==> config.mk <==
export PLATFORM = sky130hd
export DESIGN_NAME = fir_result_serializer
export DESIGN_NICKNAME = d
export VERILOG_FILES = /design/src/rtl/fir_result_serializer.sv
export SDC_FILE = /design/constraint.sdc
export NUM_CORES = 1
export LEC_CHECK = 0
export CAP_MARGIN = 5
export CORE_MARGIN = 2
export CORE_UTILIZATION = 29
export CTS_CLUSTER_DIAMETER = 30
export DETAILED_ROUTE_END_ITERATION = 16
export PLACE_DENSITY = 0.47
export REMOVE_ABC_BUFFERS = 1
export SYNTH_ARGS = -nofsm -noshare
export SYNTH_HDL_FRONTEND = slang
export SYNTH_SLANG_ARGS = --single-unit
==> constraint.sdc <==
create_clock -name clkIn -period 11.5 [get_ports clkIn]
set_input_delay 2.3 -clock clkIn [delete_from_list [all_inputs] [get_ports clkIn]]
set_output_delay 2.3 -clock clkIn [all_outputs]
set_load 0.05 [all_outputs]
==> src/rtl/fir_result_serializer.sv <==
// Buffers completed FIR frames in a small FIFO, rescales each 32-bit result to a
// saturated 16-bit sample and streams the samples out on a valid/ready handshake.
module fir_result_serializer #(
    parameter int SAMPLES_NUM = 4,
    parameter int SHIFT       = 15,
    parameter int FIFO_DEPTH  = 2
) (
    input  logic                      clkIn,
    input  logic                      resetIn,
    input  logic                      doneIn,
    input  logic [32*SAMPLES_NUM-1:0] dataIn,
    output logic                      holdOut,
    output logic [15:0]               sampleOut,
    output logic                      validOut,
    input  logic                      readyIn,
    output logic                      lastOut,
    output logic                      overflowOut,
    output logic [15:0]               clipCountOut
);
    localparam int FRAME_W = 32 * SAMPLES_NUM;
    localparam int PTR_W   = $clog2(FIFO_DEPTH);
    localparam int CNT_W   = PTR_W + 1;
    localparam int LANE_W  = (SAMPLES_NUM > 1) ? $clog2(SAMPLES_NUM) : 1;
    localparam logic [LANE_W-1:0]    LAST_LANE  = LANE_W'(SAMPLES_NUM - 1);
    localparam logic [CNT_W-1:0]     FULL_COUNT = CNT_W'(FIFO_DEPTH);
    localparam logic signed [33:0]   ROUND      = (34'sd1 <<< SHIFT) >>> 1;

    typedef enum logic {ST_IDLE, ST_EMIT} state_t;

    state_t               r_state;
    state_t               w_state_next;
    logic [FRAME_W-1:0]   r_mem [FIFO_DEPTH];
    logic [PTR_W-1:0]     r_wr_ptr;
    logic [PTR_W-1:0]     r_rd_ptr;
    logic [CNT_W-1:0]     r_count;
    logic [CNT_W-1:0]     w_count_next;
    logic [FRAME_W-1:0]   r_frame;
    logic [FRAME_W-1:0]   w_head;
    logic [LANE_W-1:0]    r_lane;
    logic [LANE_W-1:0]    w_next_lane;
    logic [15:0]          r_sample;
    logic                 r_valid;
    logic                 r_hold;
    logic                 r_overflow;
    logic [15:0]          r_clip_count;
    logic                 w_push;
    logic                 w_pop;
    logic                 w_load_head;
    logic                 w_load_next;
    logic                 w_drop_valid;
    logic [16:0]          w_conv;

    // Lane 0 sits in the most significant 32 bits of a frame.
    function automatic logic [31:0] f_lane(input logic [FRAME_W-1:0] frame,
                                           input logic [LANE_W-1:0]  idx);
        return frame[32*(SAMPLES_NUM-1-int'(idx)) +: 32];
    endfunction

    // Returns {clipped, sample}: round half up, arithmetic shift, saturate to 16 bits.
    function automatic logic [16:0] f_convert(input logic [31:0] x);
        logic signed [33:0] v;
        logic signed [33:0] y;
        v = signed'({{2{x[31]}}, x}) + ROUND;
        y = v >>> SHIFT;
        if (y > 34'sd32767)
            return {1'b1, 16'h7FFF};
        else if (y < -34'sd32768)
            return {1'b1, 16'h8000};
        else
            return {1'b0, y[15:0]};
    endfunction

    assign w_head = r_mem[r_rd_ptr];

    always_ff @(posedge clkIn) begin
        if (resetIn)
            r_state <= ST_IDLE;
        else
            r_state <= w_state_next;
    end

    // NOTE: every signal written here gets a default first, so no latch is inferred.
    always_comb begin
        w_state_next = r_state;
        w_pop        = 1'b0;
        w_load_head  = 1'b0;
        w_load_next  = 1'b0;
        w_drop_valid = 1'b0;
        case (r_state)
            ST_IDLE: begin
                if (r_count != '0) begin
                    w_pop        = 1'b1;
                    w_load_head  = 1'b1;
                    w_state_next = ST_EMIT;
                end
            end
            ST_EMIT: begin
                if (readyIn) begin
                    if (r_lane != LAST_LANE) begin
                        w_load_next = 1'b1;
                    end else if (r_count != '0) begin
                        w_pop       = 1'b1;
                        w_load_head = 1'b1;
                    end else begin
                        w_drop_valid = 1'b1;
                        w_state_next = ST_IDLE;
                    end
                end
            end
            default: w_state_next = ST_IDLE;
        endcase
    end

    always_comb begin
        w_push       = doneIn && ((r_count != FULL_COUNT) || w_pop);
        w_count_next = r_count;
        if (w_push && !w_pop)
            w_count_next = r_count + CNT_W'(1);
        else if (!w_push && w_pop)
            w_count_next = r_count - CNT_W'(1);
        w_next_lane = (r_lane == LAST_LANE) ? '0 : r_lane + LANE_W'(1);
        w_conv      = f_convert(w_load_head ? f_lane(w_head, '0) : f_lane(r_frame, w_next_lane));
    end

    // NOTE: frame storage has no reset; count and pointers alone decide which entries are live.
    always_ff @(posedge clkIn) begin
        if (w_push)
            r_mem[r_wr_ptr] <= dataIn;
    end

    // NOTE: non-blocking assignments so every register here samples pre-edge values.
    always_ff @(posedge clkIn) begin
        if (resetIn) begin
            r_wr_ptr     <= '0;
            r_rd_ptr     <= '0;
            r_count      <= '0;
            r_frame      <= '0;
            r_lane       <= '0;
            r_sample     <= '0;
            r_valid      <= 1'b0;
            r_hold       <= 1'b0;
            r_overflow   <= 1'b0;
            r_clip_count <= '0;
        end else begin
            if (w_push)
                r_wr_ptr <= r_wr_ptr + PTR_W'(1);
            if (w_pop) begin
                r_rd_ptr <= r_rd_ptr + PTR_W'(1);
                r_frame  <= w_head;
            end
            r_count <= w_count_next;
            r_hold  <= (w_count_next == FULL_COUNT);
            if (doneIn && !w_push)
                r_overflow <= 1'b1;

            if (w_load_head) begin
                r_sample <= w_conv[15:0];
                r_valid  <= 1'b1;
                r_lane   <= '0;
            end else if (w_load_next) begin
                r_sample <= w_conv[15:0];
                r_lane   <= w_next_lane;
            end else if (w_drop_valid) begin
                r_valid  <= 1'b0;
            end

            if ((w_load_head || w_load_next) && w_conv[16] && (r_clip_count != 16'hFFFF))
                r_clip_count <= r_clip_count + 16'd1;
        end
    end

    assign holdOut      = r_hold;
    assign sampleOut    = r_sample;
    assign validOut     = r_valid;
    assign lastOut      = r_valid && (r_lane == LAST_LANE);
    assign overflowOut  = r_overflow;
    assign clipCountOut = r_clip_count;

endmodule

==> flow_summary.yaml <==
synthesis:
  synthArstFlopShare_pct: 0
  synth_edf_count: 144
  synth_top_area_share_pct: 40.7
  synth_seq_area_share_pct: 62.3
  synth_commonest_cells: "edfxtp_1, dfxtp_1, nor2_1"
  yosys.area.top_type: "edfxtp_1"
  syn-cell-area_mm2: 0.0106
  syn_area_per_cell_um2: 12.8
  synth_seq_cells: 259
  synth.most_common_cell: "edfxtp_1"
  synth_area_leaders: "edfxtp_1, dfxtp_1, mux2i_1"
  yosysWarnings: 0
  ys.flop_type: "edfxtp_1"
  syn_inst: 829
  synth_cell_type_count: 65
drt:
  drc: 0
  wl_per_cell_um: 17.0
  routed_wl_mm: 25.5
  avgViaCountPerCell: 4.67
  drt_first_pass_iters: 4
  via_count: 6966
  ant_nets: 0
  drt_iter0_drc: 319
placed_design:
  post-dp-hpwl_mm: 15.4
  placed_cells: 1363
  io_buffers: 111
  dpl_cell_area_mm2: 0.0122
  gp_congestion: 0.755
sta:
  period_share_pct: 54.9
  finalCriticalPeriod_ps: 6320
  final_max_slew_viol_count: 0
  hold_viol: 0
  setup_viol: 0
  finalClockSkew_ps: 26.3
  fmax_mhz: 158
  grt_setup_unrepaired: "false"
  tns_ps: 0
  maxSlewHeadroom_pct: 25.5
  tightest_slew_ps: 1120
die:
  core_mm2: 0.0363
  rows: 70
  die_height_um: 196
  dieArea_mm2: 0.0382
  start_util_pct: 29.3
  io_pins: 168
  fp.dieW_um: 196
setup_path:
  cp_slowest_cell: "o221ai_2"
  cp-end-kind: "register"
  required_ps: 11920
  crit_fanout: 22
  arrival_ps: 6730
  critPathMaxStageDelay_ps: 860
  critPathKind: "in -> reg"
  path_cells: "clkdlybuf4s50_1 > a21bo_2 > nand2_2 > buf_4 > a21bo_2 > ha_1 > nor4b_1 > a31oi_1 > nor4_2 > nand2_1 > o221ai_2 > nor3_1 > mux2_2"
  cpMostUsedCell: "a21bo_2"
  critPathLaunchType: "input pin"
clock_tree:
  cts_made_buffers: 71
  htree_num_levels: 3
  cts_root_buf: "clkbuf_16"
  clk_pin_slew_ps: 40
  cts_tree: "built"
  clk_latency_ps: 550
  cts_hold_buf: 0
  clock_path_buffers: 3
  postCtsSetupBuffers: 0
  cts.sinks: 259
  ctsResizeCount: 0
grt:
  grt_pass1_vias: 7160
  grt_max_degree: 81
  grt_pass1_wl_mm: 40.0
  overflow: 0
  antenna_found_initial: 1
  track_usage_pct: 13.7
final_layout:
  layout-drive-gt1-share_pct: 18.0
  layout.cells.non_filler: 1493
  nets: 1105
  area_growth_syn_to_layout_pct: 38.9
  utilization_pct: 40.7
  fin_area_mm2: 0.0148
hold_path:
  hold_class: "reg -> reg"
outcome:
  status: "complete, no violations"
pwr:
  power_density_mw_per_mm2: 309
  power_mw: 4.57
  p_leak_nw: 5.17
  vdd_ir_drop_max_mv: 0.128
job:
  cap_violations: 0
[path summary, 6_finish.rpt]
| check | depth (start not counted) | endpoint | slack (ps) | start |
|---|---|---|---|---|
| worst max-delay path | 13 | clipCountOut[8] | 5180 | readyIn |
| worst min-delay path | 2 | r_frame[110] | 450 | r_frame[110] |
| worst max register to register | 15 | clipCountOut[8] | 6640 | r_count[1] |
| worst min register to register | 2 | r_frame[110] | 450 | r_frame[110] |
[registers in the layout, indices dropped and copies added (netlist names), named ones only]
| register | flops |
|---|---|
| r_mem | 144 |
| r_frame | 72 |
| clipCountOut | 16 |
| sampleOut | 16 |
| r_count | 2 |
| r_lane | 2 |
| holdOut | 1 |
| overflowOut | 1 |
| r_rd_ptr | 1 |
| r_state | 1 |
| r_wr_ptr | 1 |
| validOut | 1 |
[layer usage]
metal	part of all wire, %	wire (um)	GRT usage (%)	vias to the layer above
li1	-	-	-	3433
met2	46	11800	21.4	138
met4	2.4	609	5.54	2
met3	5.6	1430	4.54	57
met5	0.043	11	0	-
met1	46	11700	17.4	3336
[final cells by class]
type / instances / area, um^2
Tap cell: 468 / 586
Multi-Input combinational cell: 508 / 3730
Clock buffer: 97 / 2070
Timing Repair Buffer: 121 / 1180
Sequential cell: 259 / 6630
Antenna cell: 1 / 2.50
Inverter: 7 / 26.3
Fill cell: 3402 / 21600
Clock inverter: 32 / 542
[cells in the final DEF, fill, tap and decap left out, types with 12 or more instances in the layout]
cell / netlist / final
edfxtp_1: 144 / 144
dfxtp_1: 115 / 114
nor2_1: 113 / 111
clkdlybuf4s50_1: 0 / 110
clkbuf_16: 0 / 76
mux2i_1: 73 / 73
a211oi_1: 60 / 60
a21oi_1: 38 / 38
nor3_1: 32 / 32
nand2_1: 27 / 27
nand3_1: 15 / 15
bufinv_16: 0 / 14
mux4_2: 13 / 13
mux2_2: 13 / 13
clkbuf_1: 31 / 12
[cells by family (layout without fill, tap and decap cells)]
group           Yosys count  in the layout  share of synthesized area (%)
xor+xnor                 15             15                           1.24
fa+ha+maj                 5              5                          0.588
mux                     103            103                           12.0
other cells               0              1                              0
simple gates            242            242                           11.1
buf+inv                  62            257                           2.78
compound gates          143            143                           10.0
flops                   259            259                           62.3
[worst max-delay path: cells and delay by family]
kind / cells / cell delay, ps
and+or+nand+nor: 5 / 1510
muxes: 1 / 310
adders and majority gates: 1 / 210
AOI/OAI and AO/OA: 4 / 1530
buffers and inverters: 2 / 840
[power breakdown]
group | switching (mW) | internal [mW] | leakage, nW
clock | 0.552 | 1.56 | 1.27
combinational | 0.715 | 0.413 | 1.61
sequential | 0.112 | 1.22 | 2.29
[through the flow]
| stage | hold slack [ps] | worst slack [ps] |
|---|---|---|
| floorplan | 427 | 4480 |
| global placement | 448 | 4580 |
| detailed placement | 448 | 4570 |
| CTS | 456 | 5130 |
| global route | 468 | 4700 |
| finish | 454 | 5180 |
Note: power is estimated with default switching activity, not from simulation.
